`config.mk`:
```
export PLATFORM = sky130hd
export DESIGN_NAME = router_input_port
export DESIGN_NICKNAME = d
export VERILOG_FILES = /design/src/rtl/router_input_port.sv
export SDC_FILE = /design/constraint.sdc
export NUM_CORES = 1
export LEC_CHECK = 0
export CAP_MARGIN = 20
export CORE_MARGIN = 2
export CORE_UTILIZATION = 55
export DETAILED_ROUTE_END_ITERATION = 10
export DONT_BUFFER_PORTS = 1
export PLACE_DENSITY = 0.76
export SLEW_MARGIN = 20
export SYNTH_ARGS = -nofsm -noshare
export SYNTH_HDL_FRONTEND = slang
export SYNTH_SLANG_ARGS = --single-unit
```
`constraint.sdc`:
```
create_clock -name clk -period 3.54 [get_ports clk]
set_input_delay 0.354 -clock clk [delete_from_list [all_inputs] [get_ports clk]]
set_output_delay 0.354 -clock clk [all_outputs]
set_load 0.03 [all_outputs]
```
`src/rtl/router_input_port.sv`:
```
// router_input_port: input stage of a 2D-mesh router port.
// Accepts flits over an RTS/CTS handshake into a small FIFO, computes the
// XY route from each header flit and holds a one-hot output request for
// the whole packet until its tail flit is popped.
module router_input_port #(
   parameter int DATA_WIDTH = 32,
   parameter int FIFO_DEPTH = 4,
   parameter int CUR_X      = 0,
   parameter int CUR_Y      = 0
) (
   input  logic                  clk,
   input  logic                  rst,
   input  logic [DATA_WIDTH-1:0] RX,
   input  logic                  DRTS,
   output logic                  CTS,
   input  logic                  Grant,
   output logic [DATA_WIDTH-1:0] Data_out,
   output logic                  Req_N,
   output logic                  Req_E,
   output logic                  Req_W,
   output logic                  Req_S,
   output logic                  Req_L,
   output logic                  empty,
   output logic                  full,
   output logic                  err
);

   localparam int PTR_W = $clog2(FIFO_DEPTH);
   localparam int CNT_W = PTR_W + 1;

   localparam logic [PTR_W-1:0] PTR_ONE_C  = PTR_W'(1'b1);
   localparam logic [CNT_W-1:0] CNT_ONE_C  = CNT_W'(1'b1);
   localparam logic [CNT_W-1:0] CNT_ZERO_C = CNT_W'(1'b0);
   localparam logic [CNT_W-1:0] DEPTH_C    = CNT_W'(FIFO_DEPTH);

   localparam logic [3:0] CUR_X_C = 4'(CUR_X);
   localparam logic [3:0] CUR_Y_C = 4'(CUR_Y);

   localparam logic [2:0] TYPE_HEADER_C = 3'b001;
   localparam logic [2:0] TYPE_TAIL_C   = 3'b100;

   // One-hot request encoding: bit 0 N, 1 E, 2 W, 3 S, 4 L.
   localparam logic [4:0] REQ_NONE_C = 5'b00000;
   localparam logic [4:0] REQ_N_C    = 5'b00001;
   localparam logic [4:0] REQ_E_C    = 5'b00010;
   localparam logic [4:0] REQ_W_C    = 5'b00100;
   localparam logic [4:0] REQ_S_C    = 5'b01000;
   localparam logic [4:0] REQ_L_C    = 5'b10000;

   typedef enum logic {
      IDLE   = 1'b0,
      ROUTED = 1'b1
   } state_t;

   logic [DATA_WIDTH-1:0] mem_r [FIFO_DEPTH];
   logic [PTR_W-1:0]      wr_ptr_r;
   logic [PTR_W-1:0]      rd_ptr_r;
   logic [CNT_W-1:0]      count_r;
   logic                  cts_r;
   logic                  err_r;
   logic [4:0]            req_r;
   state_t                state_r;

   state_t                state_s;
   logic [4:0]            req_s;
   logic                  err_s;
   logic                  pop_s;
   logic                  wr_en_s;
   logic                  empty_s;
   logic                  full_s;
   logic [2:0]            head_type_s;

   // XY dimension-order route: resolve X first, then Y, else local.
   // Signed 5-bit differences avoid constant compares when CUR is 0 or 15.
   function automatic logic [4:0] xy_route(input logic [3:0] dest_x,
                                           input logic [3:0] dest_y);
      logic [4:0] dx_v;
      logic [4:0] dy_v;
      logic [4:0] req_v;
      dx_v = {1'b0, dest_x} - {1'b0, CUR_X_C};
      dy_v = {1'b0, dest_y} - {1'b0, CUR_Y_C};
      if (dx_v != 5'd0) begin
         if (dx_v[4]) begin
            req_v = REQ_W_C;
         end else begin
            req_v = REQ_E_C;
         end
      end else if (dy_v != 5'd0) begin
         if (dy_v[4]) begin
            req_v = REQ_N_C;
         end else begin
            req_v = REQ_S_C;
         end
      end else begin
         req_v = REQ_L_C;
      end
      return req_v;
   endfunction

   assign empty_s     = (count_r == CNT_ZERO_C);
   assign full_s      = (count_r == DEPTH_C);
   assign Data_out    = mem_r[rd_ptr_r];
   assign head_type_s = Data_out[DATA_WIDTH-1 -: 3];
   // full is taken from the registered count, so a pop in the same cycle
   // never lets a write through.
   assign wr_en_s     = DRTS & ~cts_r & ~full_s;

   assign CTS   = cts_r;
   assign Req_N = req_r[0];
   assign Req_E = req_r[1];
   assign Req_W = req_r[2];
   assign Req_S = req_r[3];
   assign Req_L = req_r[4];
   assign empty = empty_s;
   assign full  = full_s;
   assign err   = err_r;

   // Route FSM next state: route headers in IDLE, drain the packet on grant in ROUTED.
   always_comb begin
      state_s = state_r;
      req_s   = req_r;
      err_s   = err_r;
      pop_s   = 1'b0;
      case (state_r)
         IDLE: begin
            if (!empty_s) begin
               if (head_type_s == TYPE_HEADER_C) begin
                  state_s = ROUTED;
                  req_s   = xy_route(Data_out[7:4], Data_out[3:0]);
               end else begin
                  // Orphan body/tail with no header: discard and flag.
                  pop_s = 1'b1;
                  err_s = 1'b1;
               end
            end else begin
               state_s = IDLE;
            end
         end
         ROUTED: begin
            if (Grant && !empty_s) begin
               pop_s = 1'b1;
               if (head_type_s == TYPE_TAIL_C) begin
                  state_s = IDLE;
                  req_s   = REQ_NONE_C;
               end else begin
                  state_s = ROUTED;
               end
            end else begin
               state_s = ROUTED;
            end
         end
         default: begin
            state_s = IDLE;
            req_s   = REQ_NONE_C;
         end
      endcase
   end

   // FIFO storage: cleared on reset, written at wr_ptr on an accepted flit.
   always_ff @(posedge clk) begin
      if (rst) begin
         for (int i = 0; i < FIFO_DEPTH; i++) begin
            mem_r[i] <= {DATA_WIDTH{1'b0}};
         end
      end else if (wr_en_s) begin
         mem_r[wr_ptr_r] <= RX;
      end
   end

   // FIFO pointers and occupancy; simultaneous write and pop keep count.
   always_ff @(posedge clk) begin
      if (rst) begin
         wr_ptr_r <= {PTR_W{1'b0}};
         rd_ptr_r <= {PTR_W{1'b0}};
         count_r  <= CNT_ZERO_C;
      end else begin
         if (wr_en_s) begin
            wr_ptr_r <= wr_ptr_r + PTR_ONE_C;
         end
         if (pop_s) begin
            rd_ptr_r <= rd_ptr_r + PTR_ONE_C;
         end
         case ({wr_en_s, pop_s})
            2'b10:   count_r <= count_r + CNT_ONE_C;
            2'b01:   count_r <= count_r - CNT_ONE_C;
            default: count_r <= count_r;
         endcase
      end
   end

   // Handshake pulse, route state, held request and sticky error flag.
   always_ff @(posedge clk) begin
      if (rst) begin
         cts_r   <= 1'b0;
         state_r <= IDLE;
         req_r   <= REQ_NONE_C;
         err_r   <= 1'b0;
      end else begin
         cts_r   <= wr_en_s;
         state_r <= state_s;
         req_r   <= req_s;
         err_r   <= err_s;
      end
   end

endmodule

```
==> flow_metrics.tcl <==
set metrics [dict create \
    synth.avg_cell_area_um2 15.6 \
    routabilityCongestion 0.753 \
    cp_max_fo 15 \
    wirelength_mm 12.3 \
    grt_pass1_wl_mm 19.7 \
    die_x_um 111 \
    cp_cell_sequence "mux4_2 > nor4b_4 > nor2_1 > ha_1 > inv_1 > fa_1 > xor2_1 > or3_1 > a21oi_1" \
    first_global_vias 3609 \
    placed_cells 532 \
    critPathKind "reg -> reg" \
    tightest_slew_ns 0.909 \
    wl_per_cell_um 21.7 \
    initial_utilization 0.559 \
    vias 3374 \
    grt.overflow.total 0 \
    synthCells 406 \
    die_h_um 111 \
    hold_viol 0 \
    core_mm2 0.0113 \
    worst-endpoint-required_ns 3.88 \
    cts_buffers 17 \
    cts_sinks 143 \
    layout_common_cells "128 x edfxtp_1, 64 x and2_1, 64 x and3_1" \
    p_switching_mw 1.70 \
    clk_pin_slew_ns 0.06 \
    synth.area.top_cells "edfxtp_1 61%, mux4_2 11%, and2_1 6.3%" \
    ys_seq_area_frac 0.655 \
    ys_ff_latch 143 \
    crit_arrival_ns 3.06 \
    cts-root-buf "clkbuf_16" \
    p_comb_frac 0.264 \
    drive_gt1_frac 0.199 \
    p_clk_frac 0.326 \
    vias_per_cell 5.96 \
    crit_path_end_kind "register" \
    grt_start_max_net_pins 98 \
    yosys_warnings 0 \
    grt.total_usage 0.212 \
    nets 448 \
    drv_cap 0 \
    period_share 0.769 \
    drcViolationCount 0 \
    leakagePower_nw 2.72 \
    drv_slew 0 \
    antenna_found_initial 0 \
    p_total_mw 5.33 \
    fin_worst_skew_ns 0.00526 \
    synth.top_cell.area_share 0.608 \
    synth.distinct_cells 47 \
    rows 39 \
    postRouteAntennaNets 0 \
    p_seq_frac 0.410 \
    drt_iter0_drc 219 \
    p_sw_frac 0.318 \
    path_delay_family "simple AND/OR/NAND/NOR gates" \
    hp-class "in -> reg" \
    cts_tree "done" \
    io_pins 77 \
    relSlewSlack 0.394 \
    worstSetupStartpointType "register" \
    async_flop_share 0 \
    hold_ws_ns 0.0190 \
    min_period_ns 2.72 \
    hpwl_mm 7.32 \
    synth_edf_count 128 \
    cts_buffer_depth 2 \
    die_area_mm2 0.0124 \
    fmax_mhz 367 \
    drtPass1Iterations 5 \
    finalSetupViolations 0 \
    finalSetupTns_ns 0 \
    status "finished, final reports clean" \
    diodes 0 \
    stdcell_count 566 \
    cts_max_level 4 \
    area_delta_synth_final_pct 11.8 \
    cts_resized 0 \
    max_stage_delay_ns 0.57 \
    synth_ff_type "edfxtp_1" \
    synth_area_mm2 0.00632 \
    rsz0062_at_grt "no" \
    pwr_density_cell_mw_per_mm2 754 \
    intPower_mw 3.63 \
    peakVddDrop_uv 513 \
    crit_slowest_cell "dfxtp_2" \
    timing.critical_path.buf_inv 1 \
    clkLatencyLatePin_ns 0.41 \
    layout_commonest_cell "edfxtp_1" \
    io_buffers 0 \
    synth.largest_area_cell "edfxtp_1" \
]
==> cell families after synthesis <==
logic type | share of synthesized area
AND/OR/NAND/NOR | 0.164
flip-flops | 0.655
AO/OA/AOI/OAI | 0.0285
adder cells (fa/ha/maj) | 0.00514
XOR/XNOR | 0.00416
multiplexers | 0.115
buffers and inverters | 0.0279
other | 0.000593
==> Yosys cell counts, types with 3 or more instances <==
| master | n |
|---|---|
| edfxtp_1 | 128 |
| and2_1 | 64 |
| and3_1 | 64 |
| mux4_2 | 31 |
| clkbuf_1 | 23 |
| dfxtp_1 | 15 |
| a21oi_1 | 9 |
| inv_1 | 8 |
| nor2_1 | 8 |
| nor3b_1 | 4 |
| buf_2 | 3 |
| nand2b_1 | 3 |
| or3_1 | 3 |
==> worst paths after layout <==
path / from / endpoint / slack [ns] / cells after the start
worst max-delay path: register / count_r[2] / 0.82 / 9
worst min register to register: rd_ptr_r[1] / register / 0.50 / 2
worst min-delay path: rst / rd_ptr_r[0] / 0.02 / 1
worst max register to register: register / count_r[2] / 0.82 / 9
==> power by group through the flow <==
stage	Sequential, mW	Clock (mW)	Combinational (mW)
after floorplan	2.16	0	1.23
after global placement	2.21	0	1.40
after detailed placement	2.22	0	1.42
after CTS	2.19	1.76	1.43
after global routing	2.21	1.84	1.50
final	2.19	1.74	1.41
==> state kept, by name, indices dropped and copies added (netlist names), named ones only <==
name,flops
CTS,1
rd_ptr_r,2
count_r,3
wr_ptr_r,2
req_r,3
state_r,1
mem_r,128
err,1
==> routing by layer <==
layer | GRT usage | up-vias | wire [um]
li1 | - | 1570 | -
met1 | 0.254 | 1688 | 4830
met2 | 0.354 | 103 | 6240
met3 | 0.0804 | 13 | 1070
met4 | 0.0749 | 0 | 157
met5 | 0 | - | 0
==> through the flow <==
| step | utilization | instance area (um^2) | setup slack, ns |
|---|---|---|---|
| floorplan | - | 6330 | 0.590 |
| global placement | 0.572 | 6470 | 0.879 |
| detailed placement | 0.572 | 6470 | 0.795 |
| CTS | 0.625 | 7070 | 0.792 |
| global route | 0.625 | 7070 | 0.675 |
| finish | 0.625 | 7070 | 0.817 |
==> repair_timing <==
item	4_1_cts	5_1_grt
hold buffers	2	0
hold endpoints to repair	5	0
buffers inserted	0	0
==> area by class of cell <==
cell class | count | area (um^2)
Inverter | 8 | 30.0
Multi-Input combinational cell | 225 | 2020
Clock buffer | 18 | 429
Timing Repair Buffer | 15 | 118
Tap cell | 143 | 179
Fill cell | 843 | 4250
Clock inverter | 14 | 149
Sequential cell | 143 | 4150
(Power assumes the default switching activity.)
